$ cat src/rtl/memory_access_stage_pkg.sv
// ---------------------------------------------------------------------------
// memory_access_stage_pkg
// Shared CPU definitions used by the memory-access stage:
//   - opcode field position and the OP_* opcode map (shared with fetch/decode)
//   - IDLE/WAIT/TRAP state encoding of the D-cache controller
//   - trap codes reported on trapCode
// ---------------------------------------------------------------------------
package memory_access_stage_pkg;

  // Opcode field inside the instruction word
  localparam int OPC_MSB = 31;
  localparam int OPC_LSB = 26;

  // Opcode map shared with fetch/decode
  localparam logic [5:0] OP_ADD = 6'h01;
  localparam logic [5:0] OP_LD  = 6'h23;
  localparam logic [5:0] OP_ST  = 6'h2B;

  typedef enum logic [1:0] {
    MA_IDLE = 2'd0,
    MA_WAIT = 2'd1,
    MA_TRAP = 2'd2
  } ma_state_e;

  localparam logic [3:0] TRAP_NONE     = 4'd0;
  localparam logic [3:0] TRAP_DATA_ERR = 4'd1;
  localparam logic [3:0] TRAP_MISALIGN = 4'd2;

  function automatic logic is_mem_op(input logic [5:0] op);
    return (op == OP_LD) || (op == OP_ST);
  endfunction

endpackage

$ cat src/rtl/memory_access_stage_dcache_ctl.sv
// ---------------------------------------------------------------------------
// ma_dcache_ctl
// D-cache transaction controller for the memory-access stage. Owns the
// IDLE/WAIT/TRAP FSM, the dcReq/dcWr/dcAdr/dcWrData registers and the load
// data buffer.
// Optional feature macro: MA_ALIGN_CHECK_EN
//   defined   : misaligned effective address traps (code 2), no request
//   undefined : no check, address bits [1:0] forced to zero
// Ports:
//   clk, rst        clock, async active-low reset
//   i_half          pipeline half-cycle (0 = issue phase, 1 = commit phase)
//   i_valid/i_opcode/i_val_a/b/x   instruction from fetch/decode
//   dcReq/dcWr/dcAdr/dcWrData      D-cache request side
//   dcAck/dcErr/dcRdData           D-cache response side
//   o_rd_buf        captured load data
//   o_stall         1 while waiting for the cache
//   o_done          strobe: transaction finished without error
//   o_err           strobe: transaction error or misaligned address
//   o_trap          FSM is in TRAP
//   o_trap_code     code to report with the trap pulse
// ---------------------------------------------------------------------------
module ma_dcache_ctl
  import memory_access_stage_pkg::*;
#(
  parameter int WL = 32
) (
  input  logic          clk,
  input  logic          rst,
  input  logic          i_half,
  input  logic          i_valid,
  input  logic [5:0]    i_opcode,
  input  logic [WL-1:0] i_val_a,
  input  logic [WL-1:0] i_val_b,
  input  logic [WL-1:0] i_val_x,
  output logic          dcReq,
  output logic          dcWr,
  output logic [WL-1:0] dcAdr,
  output logic [WL-1:0] dcWrData,
  input  logic          dcAck,
  input  logic          dcErr,
  input  logic [WL-1:0] dcRdData,
  output logic [WL-1:0] o_rd_buf,
  output logic          o_stall,
  output logic          o_done,
  output logic          o_err,
  output logic          o_trap,
  output logic [3:0]    o_trap_code
);

  ma_state_e     r_state, w_state_nxt;
  logic [WL-1:0] w_sum, w_adr;
  logic          w_misalign, w_start, w_ack;
  logic [3:0]    r_code;

  // Effective address; carry out of the adder is dropped
  assign w_sum = i_val_b + i_val_x;

`ifdef MA_ALIGN_CHECK_EN
  assign w_misalign = (w_sum[1:0] != 2'b00);
  assign w_adr      = w_sum;
`else
  assign w_misalign = 1'b0;
  assign w_adr      = w_sum & {{(WL-2){1'b1}}, 2'b00};
`endif

  // New transaction only on the issue phase of an idle cycle
  assign w_start = (r_state == MA_IDLE) && !i_half && i_valid && is_mem_op(i_opcode);
  // dcAck is only meaningful while waiting; a stray ack elsewhere is ignored
  assign w_ack   = (r_state == MA_WAIT) && dcAck;

  // State register
  always_ff @(posedge clk or negedge rst) begin
    if (!rst) r_state <= MA_IDLE;
    else      r_state <= w_state_nxt;
  end

  // Next-state logic
  always_comb begin
    w_state_nxt = r_state;
    case (r_state)
      MA_IDLE: if (w_start) w_state_nxt = w_misalign ? MA_TRAP : MA_WAIT;
      MA_WAIT: if (dcAck)   w_state_nxt = dcErr ? MA_TRAP : MA_IDLE;
      // TRAP is left on the commit edge that reports it
      MA_TRAP: if (i_half)  w_state_nxt = MA_IDLE;
      default:              w_state_nxt = MA_IDLE;
    endcase
  end

  // Output logic
  always_comb begin
    o_stall     = (r_state == MA_WAIT);
    o_done      = w_ack && !dcErr;
    o_err       = (w_ack && dcErr) || (w_start && w_misalign);
    o_trap      = (r_state == MA_TRAP);
    o_trap_code = r_code;
  end

  // Request / address / data registers
  always_ff @(posedge clk or negedge rst) begin
    if (!rst) begin
      dcReq    <= 1'b0;
      dcWr     <= 1'b0;
      dcAdr    <= '0;
      dcWrData <= '0;
      o_rd_buf <= '0;
      r_code   <= TRAP_NONE;
    end else if (w_start) begin
      dcAdr    <= w_adr;
      dcWr     <= (i_opcode == OP_ST);
      dcWrData <= i_val_a;
      dcReq    <= !w_misalign;
      r_code   <= w_misalign ? TRAP_MISALIGN : TRAP_NONE;
    end else if (w_ack) begin
      dcReq    <= 1'b0;
      o_rd_buf <= dcRdData;
      r_code   <= dcErr ? TRAP_DATA_ERR : TRAP_NONE;
    end
  end

endmodule

$ cat src/rtl/memory_access_stage.sv
// ---------------------------------------------------------------------------
// memory_access_stage
// Pipeline stage after fetch/decode. LD/ST compute B+X and perform one
// D-cache transaction while stalling fetch/decode; other opcodes pass
// through. One pipeline cycle is two clocks: phase 0 issues, phase 1 commits
// the pipeline registers to execute.
// Optional feature macro: MA_ALIGN_CHECK_EN (misaligned-address trap).
// Parameters: WORD_LENGTH data/address width (>= 32, opcode in [31:26])
// Ports:
//   clk, rst                   clock, async active-low reset
//   inPstate0/1, inInstr       state/instruction from fetch/decode
//   inValA/B/X, inValid        operands and valid
//   outPstate0/1, outInstr     registered to execute
//   outValA/B/X, outValid      A; B or load data; X or effective address
//   stallOut                   hold fetch/decode
//   dcReq/dcWr/dcAdr/dcWrData  D-cache request
//   dcAck/dcErr/dcRdData       D-cache response
//   trapReq, trapCode          one-clock trap pulse and cause
// ---------------------------------------------------------------------------
module memory_access_stage
  import memory_access_stage_pkg::*;
#(
  parameter int WORD_LENGTH = 32
) (
  input  logic                   clk,
  input  logic                   rst,
  input  logic [WORD_LENGTH-1:0] inPstate0,
  input  logic [WORD_LENGTH-1:0] inPstate1,
  input  logic [WORD_LENGTH-1:0] inInstr,
  input  logic [WORD_LENGTH-1:0] inValA,
  input  logic [WORD_LENGTH-1:0] inValB,
  input  logic [WORD_LENGTH-1:0] inValX,
  input  logic                   inValid,
  output logic [WORD_LENGTH-1:0] outPstate0,
  output logic [WORD_LENGTH-1:0] outPstate1,
  output logic [WORD_LENGTH-1:0] outInstr,
  output logic [WORD_LENGTH-1:0] outValA,
  output logic [WORD_LENGTH-1:0] outValB,
  output logic [WORD_LENGTH-1:0] outValX,
  output logic                   outValid,
  output logic                   stallOut,
  output logic                   dcReq,
  output logic                   dcWr,
  output logic [WORD_LENGTH-1:0] dcAdr,
  output logic [WORD_LENGTH-1:0] dcWrData,
  input  logic                   dcAck,
  input  logic                   dcErr,
  input  logic [WORD_LENGTH-1:0] dcRdData,
  output logic                   trapReq,
  output logic [3:0]             trapCode
);

  logic                   r_half;
  logic [5:0]             w_opc;
  logic                   w_is_ld, w_is_mem;
  logic                   w_stall, w_done, w_err, w_trap, w_commit;
  logic [3:0]             w_trap_code;
  logic [WORD_LENGTH-1:0] w_rd_buf;

  assign w_opc    = inInstr[OPC_MSB:OPC_LSB];
  assign w_is_ld  = inValid && (w_opc == OP_LD);
  assign w_is_mem = inValid && is_mem_op(w_opc);
  assign stallOut = w_stall;
  // Commit edge: phase 1 of an unstalled cycle
  assign w_commit = r_half && !w_stall;

  ma_dcache_ctl #(.WL(WORD_LENGTH)) u_dc (
    .clk         (clk),
    .rst         (rst),
    .i_half      (r_half),
    .i_valid     (inValid),
    .i_opcode    (w_opc),
    .i_val_a     (inValA),
    .i_val_b     (inValB),
    .i_val_x     (inValX),
    .dcReq       (dcReq),
    .dcWr        (dcWr),
    .dcAdr       (dcAdr),
    .dcWrData    (dcWrData),
    .dcAck       (dcAck),
    .dcErr       (dcErr),
    .dcRdData    (dcRdData),
    .o_rd_buf    (w_rd_buf),
    .o_stall     (w_stall),
    .o_done      (w_done),
    .o_err       (w_err),
    .o_trap      (w_trap),
    .o_trap_code (w_trap_code)
  );

  // Half-cycle: toggles while running, frozen during a stall. Finishing a
  // transaction (or raising a trap) always lands on the commit phase.
  always_ff @(posedge clk or negedge rst) begin
    if (!rst)                r_half <= 1'b0;
    else if (w_done || w_err) r_half <= 1'b1;
    else if (!w_stall)       r_half <= ~r_half;
  end

  // Pipeline registers and trap pulse
  always_ff @(posedge clk or negedge rst) begin
    if (!rst) begin
      outPstate0 <= '0;
      outPstate1 <= '0;
      outInstr   <= '0;
      outValA    <= '0;
      outValB    <= '0;
      outValX    <= '0;
      outValid   <= 1'b0;
      trapReq    <= 1'b0;
      trapCode   <= TRAP_NONE;
    end else begin
      trapReq  <= 1'b0;
      trapCode <= TRAP_NONE;
      if (w_commit) begin
        outPstate0 <= inPstate0;
        outPstate1 <= inPstate1;
        outInstr   <= inInstr;
        outValA    <= inValA;
        outValB    <= w_is_ld  ? w_rd_buf : inValB;
        outValX    <= w_is_mem ? dcAdr    : inValX;
        if (w_trap) begin
          outValid <= 1'b0;
          trapReq  <= 1'b1;
          trapCode <= w_trap_code;
        end else begin
          outValid <= inValid;
        end
      end
    end
  end

endmodule

$ cat config.mk
export PLATFORM = sky130hd
export DESIGN_NAME = memory_access_stage
export DESIGN_NICKNAME = d
export VERILOG_FILES = /design/src/rtl/memory_access_stage_pkg.sv /design/src/rtl/memory_access_stage_dcache_ctl.sv /design/src/rtl/memory_access_stage.sv
export SDC_FILE = /design/constraint.sdc
export NUM_CORES = 1
export LEC_CHECK = 0
export CAP_MARGIN = 20
export CORE_AREA = 5 5 188 190
export DETAILED_ROUTE_END_ITERATION = 10
export DIE_AREA = 0 0 193 195
export PLACE_DENSITY = 0.75
export SLEW_MARGIN = 10
export SYNTH_ARGS = -nofsm -noshare
export SYNTH_HDL_FRONTEND = slang
export SYNTH_SLANG_ARGS = --single-unit
$ cat constraint.sdc
create_clock -name clk -period 4.25 [get_ports clk]
set_clock_uncertainty 0.15 [all_clocks]
set_input_delay 0.85 -clock clk [delete_from_list [all_inputs] [get_ports clk]]
set_output_delay 0.85 -clock clk [all_outputs]
set_load 0.005 [all_outputs]
# Yosys cells after proc, flatten, opt, wreduce, memory -nomap -nowiden

Cells that the tools add are included.

Register bits: 301
Input bits: 229
Logic and storage cells: 65

Add/sub/neg operators: 1
Equality and inequality tests: 8
Multiplexer cells: 19
Bitwise logic cells: 2
Reduce and logical (&&, ||, !) cells: 18

Operators with widths:

| operator                                      | count |
|---|---|
| 2-to-1 mux 32 bit                             | 2 |
| adder 32 bit                                  | 1 |
| 2-to-1 mux 4 bit                              | 4 |
| == test 6 bit, second input constant          | 2 |
| logical AND 1 bit                             | 9 |
| 2-to-1 mux 1 bit                              | 8 |
| 2-to-1 mux 2 bit                              | 4 |
| one-hot mux 2 bit (3 select lines)            | 1 |
| != test 2 x 1 -> 1 bit, second input constant | 2 |
| != test 2 bit, second input constant          | 2 |
| logical NOT 1 bit                             | 3 |
| AND reduction 3 bit                           | 1 |
| == test 2 x 1 -> 1 bit, second input constant | 1 |
| == test 2 bit, second input constant          | 1 |
| logical NOT 2 bit                             | 1 |
| logical OR 1 bit                              | 2 |
| NOT 1 bit                                     | 2 |
| AND reduction 2 bit                           | 1 |
| nonzero test 2 bit                            | 1 |

# Depth between registers and ports, before layout

Gate-level depths: netlist of the first run.

Depth after elaboration: 6
Mapped depth: 10
Gate-level depth less buffers: 9

# Cells and area by module

Synthesis of the first run repeated with hierarchy kept, for this count alone.

Cell total of the unflattened synthesis: 1,532
Area, all modules: 13,925.9 um^2

Modules (own cells, without submodules):

| module              | instances | cells each | area an instance (um^2) | sequential area each (um^2) |
|---|---|---|---|---|
| memory_access_stage | 1         | 930        | 8,361.8                 | 4,979.8 |
| ma_dcache_ctl       | 1         | 602        | 5,564.1                 | 2,477.4 |

# Worst setup path before layout of the first run

Ideal clock, no wire load.

Path type: in2reg
Start point: input inValB[2]
End point: register u_dc.dcAdr[31]
Arrival: 3.122 ns
Data required time: 4.032 ns
Path slack: 0.910 ns
Stages on the path: 9
Cells stage by stage: ha_1 > nor3_1 > a211oi_2 > a2111o_1 > a31oi_4 > o22ai_2 > a221o_1 > a2111o_1 > nand3_1

Cells in the longest elaborated chain, start to end: 1

Ends and longest elaborated chain:

| element                | line                                  | text |
|---|---|---|
| start: declaration     | memory_access_stage.sv:31             | `input logic [WORD_LENGTH-1:0] inValB,` |
| adder 32 bit           | memory_access_stage_dcache_ctl.sv:56  | `assign w_sum = i_val_b + i_val_x;` |
| end signal: assignment | memory_access_stage_dcache_ctl.sv:108 | `dcAdr <= w_adr;` |
| end: declaration       | memory_access_stage_dcache_ctl.sv:37  | `output logic [WL-1:0] dcAdr,` |

Every way passes these cells.
A chain may end at the register's enable or synchronous reset.

# Worst setup path in the final report of the first run

Start point: input inValB[5]
End point: register u_dc.dcAdr[31]

The elaborated chain is that of the path after synthesis.

==> reports/metrics.yaml, run 1 <==
clk_latency_ps: 500
rr_worst_depth: 5
cts_max_level: 2
hp-class: "input pin to async pin"
netlist_instances: 1367
vdd_ir_drop_max_mv: 0.4343
detailedRoute.firstIterationViolations: 479
synthToLayoutAreaGrowth_pct: 50.23
p_total_mw: 11.85
rr_endpoint: "outPstate0[27]"
yosys-mux-area-fraction_pct: 7.591
first_pass_iters: 5
antenna_found_initial: 2
critical_path_class: "input pin to flip-flop"
grt_usage_pct: 22.17
hold_viol_final: 0
arrival_ps: 3910
nFillCells: 2790
grt_max_degree: 96
synthArstFlopShare_pct: 100.0
io_pins: 494
total_leakage_power_nw: 9.542
rsz0062_at_grt: "no"
layout_common_cells: "nand2_1, clkdlybuf4s50_1, dfrtp_1, o21ai_0, mux2i_1"
synth.cell_area_sq_um: 12920
max-cap-violations: 0
grt_pass1_vias: 11880
setup_tns_ps: 0
drive_above_1_share_pct: 6.552
final_nets: 2096
critPathLaunchType: "input pin"
rows: 67
final_common_cell: "nand2_1"
yosys_most_used_dff: "dfrtp_1"
drc: 0
dieWidth_um: 193
synthSimpleGateAreaFrac_pct: 20.32
clkSinkCount: 295
dpl-instance-area_sq_um: 18310
avgSynthCellArea_sq_um: 9.453
reg2reg_slack_ps: 1850
viasPerCell: 4.920
gp_congestion: 0.8641
coreArea_sq_um: 33280
yosysSeqAreaShare_pct: 57.13
overflow: 0
synth_top_family_by_area: "simple AND/OR/NAND/NOR gates"
timing.final.crit_share_pct: 85.34
vias: 11380
whs_ps: 244.8
cts_setup_buffers: 0
synth_xor_area_share_pct: 1.627
ctsResizeCount: 0
synth_compound_area_share_pct: 7.814
die_h_um: 195
crit_fanout: 6
yosys.area_share.adder_pct: 2.905
drv_slew: 0
cts_max_path_buffers: 3
fin_area_sq_um: 19410
antenna_left: 0
setup_viol: 0
powerDensity_nw_per_um2: 610.4
cts_tree: "done"
synth.distinct_cells: 53
cts_made_buffers: 34
wl_mm: 43.19
synth-seq-cells: 295
yosys_warnings: 0
grt_pass1_wl_mm: 66.67
status: "finished clean"
crit_required_ps: 4530
reg2reg_from: "u_dc.r_state[1]"
fin_crit_ps: 3627
worstSetupEndpointType: "flip-flop"
tightest_slew_ps: 1033
hold_buffers: 0
start_util_pct: 38.83
dp_hpwl_mm: 31.94
path_clk_slew_ps: 60
wl_per_cell_um: 18.68
fmax_ghz: 0.2757
root_buffer: "clkbuf_16"
die_area_sq_um: 37640
io_buffers: 488
synth_edf_count: 0
slew_headroom_pct: 30.90
## final cells by class
class / count / area, sq um / area share, %
Antenna cell: 2 / 5.005 / 0.02578
Clock buffer: 51 / 1049 / 5.401
Clock inverter: 10 / 52.55 / 0.2707
Inverter: 5 / 18.77 / 0.09667
Multi-Input combinational cell: 992 / 5249 / 27.04
Sequential cell: 295 / 7382 / 38.03
Tap cell: 448 / 560.5 / 2.887
Timing Repair Buffer: 509 / 5097 / 26.26
## synth_stat cells, types with 2 or more instances
cell type,instances,area [sq um]
nand2_1,607,2278
dfrtp_1,295,7382
o21ai_0,94,470.5
clkbuf_1,69,259.0
mux2i_1,62,620.6
mux2_2,32,360.4
ha_1,30,375.4
a21oi_1,23,115.1
nor2_1,18,67.56
a21o_1,14,105.1
nand3_1,14,70.07
xor2_1,13,113.9
xnor2_1,11,96.34
nand4_1,7,43.79
o31ai_1,6,45.04
buf_1,5,18.77
buf_4,5,37.54
inv_1,5,18.77
nand2b_1,4,25.02
nor3_1,4,20.02
o21ai_1,4,20.02
and2_1,3,18.77
and3_1,3,18.77
o41ai_1,3,26.28
a2111o_1,2,22.52
a31o_2,2,17.52
a31oi_1,2,12.51
nor2b_1,2,12.51
o2111ai_1,2,17.52
o221ai_1,2,17.52
or4_1,2,15.01
## how the worst max path moves through the flow
| stage | from | endpoint | slack (ps) | depth (start not counted) |
|---|---|---|---|---|
| floorplan | inValB[2] | u_dc.dcAdr[31] | 910 | 9 |
| global placement | inValB[5] | u_dc.dcAdr[31] | 240 | 10 |
| detailed placement | inValB[5] | u_dc.dcAdr[31] | 160 | 10 |
| CTS | inValB[5] | u_dc.dcAdr[31] | 660 | 10 |
| global route | inValB[5] | u_dc.dcAdr[31] | 570 | 10 |
| finish | inValB[5] | u_dc.dcAdr[31] | 620 | 10 |
## worst max-delay path, cell delays in order
cell             delay (ps)
clkdlybuf4s50_1         460
ha_1                    420
a21oi_2                 180
o31ai_1                 110
a2111o_1                540
a31oi_4                 290
o22ai_2                 160
a221o_1                 390
a2111o_1                420
nand3_1                  90
## registers in the layout (all words and copies together) (netlist names)
register          count
outInstr             32
outPstate0           32
outPstate1           32
outValA              32
outValB              32
outValX              32
outValid              1
r_half                1
trapCode              1
trapReq               1
u_dc.dcAdr           30
u_dc.dcReq            1
u_dc.dcWr             1
u_dc.dcWrData        32
u_dc.o_rd_buf        32
u_dc.o_trap_code      1
u_dc.r_state          2
## report_power, final
group | leakage [nW] | switching (mW) | internal, mW
registers | 3.71 | 0.646 | 3.89
clock network | 0.550 | 1.13 | 1.71
logic | 5.28 | 1.97 | 2.50
## stage by stage
step	instances	util (%)	setup slack (ps)
5_1_grt	2311	58.33	567.2
3_3_place_gp	2249	55.01	243.6
6_report	2312	58.33	622.9
2_1_floorplan	1371	-	909.8
3_5_place_dp	2249	55.01	163.2
4_1_cts	2310	58.32	664.2
## kinds of logic after synthesis
logic type | Yosys count
other | 1
DFF | 295
xor gates and xnor gates | 24
AOI/OAI and AO/OA | 168
and+or+nand+nor | 671
adders and majority gates | 30
muxes | 94
buffers and inverters | 84
## layer usage
metal / part of all wire, % / vias up / GRT usage, %
li1: - / 5423 / -
met1: 37 / 5459 / 25.54
met2: 50 / 412 / 38.70
met3: 9.5 / 79 / 7.571
met4: 3.0 / 2 / 7.055
met5: 0.025 / - / 0
Note: power is estimated with default switching activity, not from simulation.
==> run 2, diff against run 1 <==
--- a/config.mk
+++ b/config.mk
@@ -10,7 +10,6 @@
 export DETAILED_ROUTE_END_ITERATION = 10
 export DIE_AREA = 0 0 193 195
 export PLACE_DENSITY = 0.75
-export SLEW_MARGIN = 10
 export SYNTH_ARGS = -nofsm -noshare
 export SYNTH_HDL_FRONTEND = slang
 export SYNTH_SLANG_ARGS = --single-unit
==> results of run 2 <==
Same layout as run 1: the final DEF is identical, and so are final timing and power.
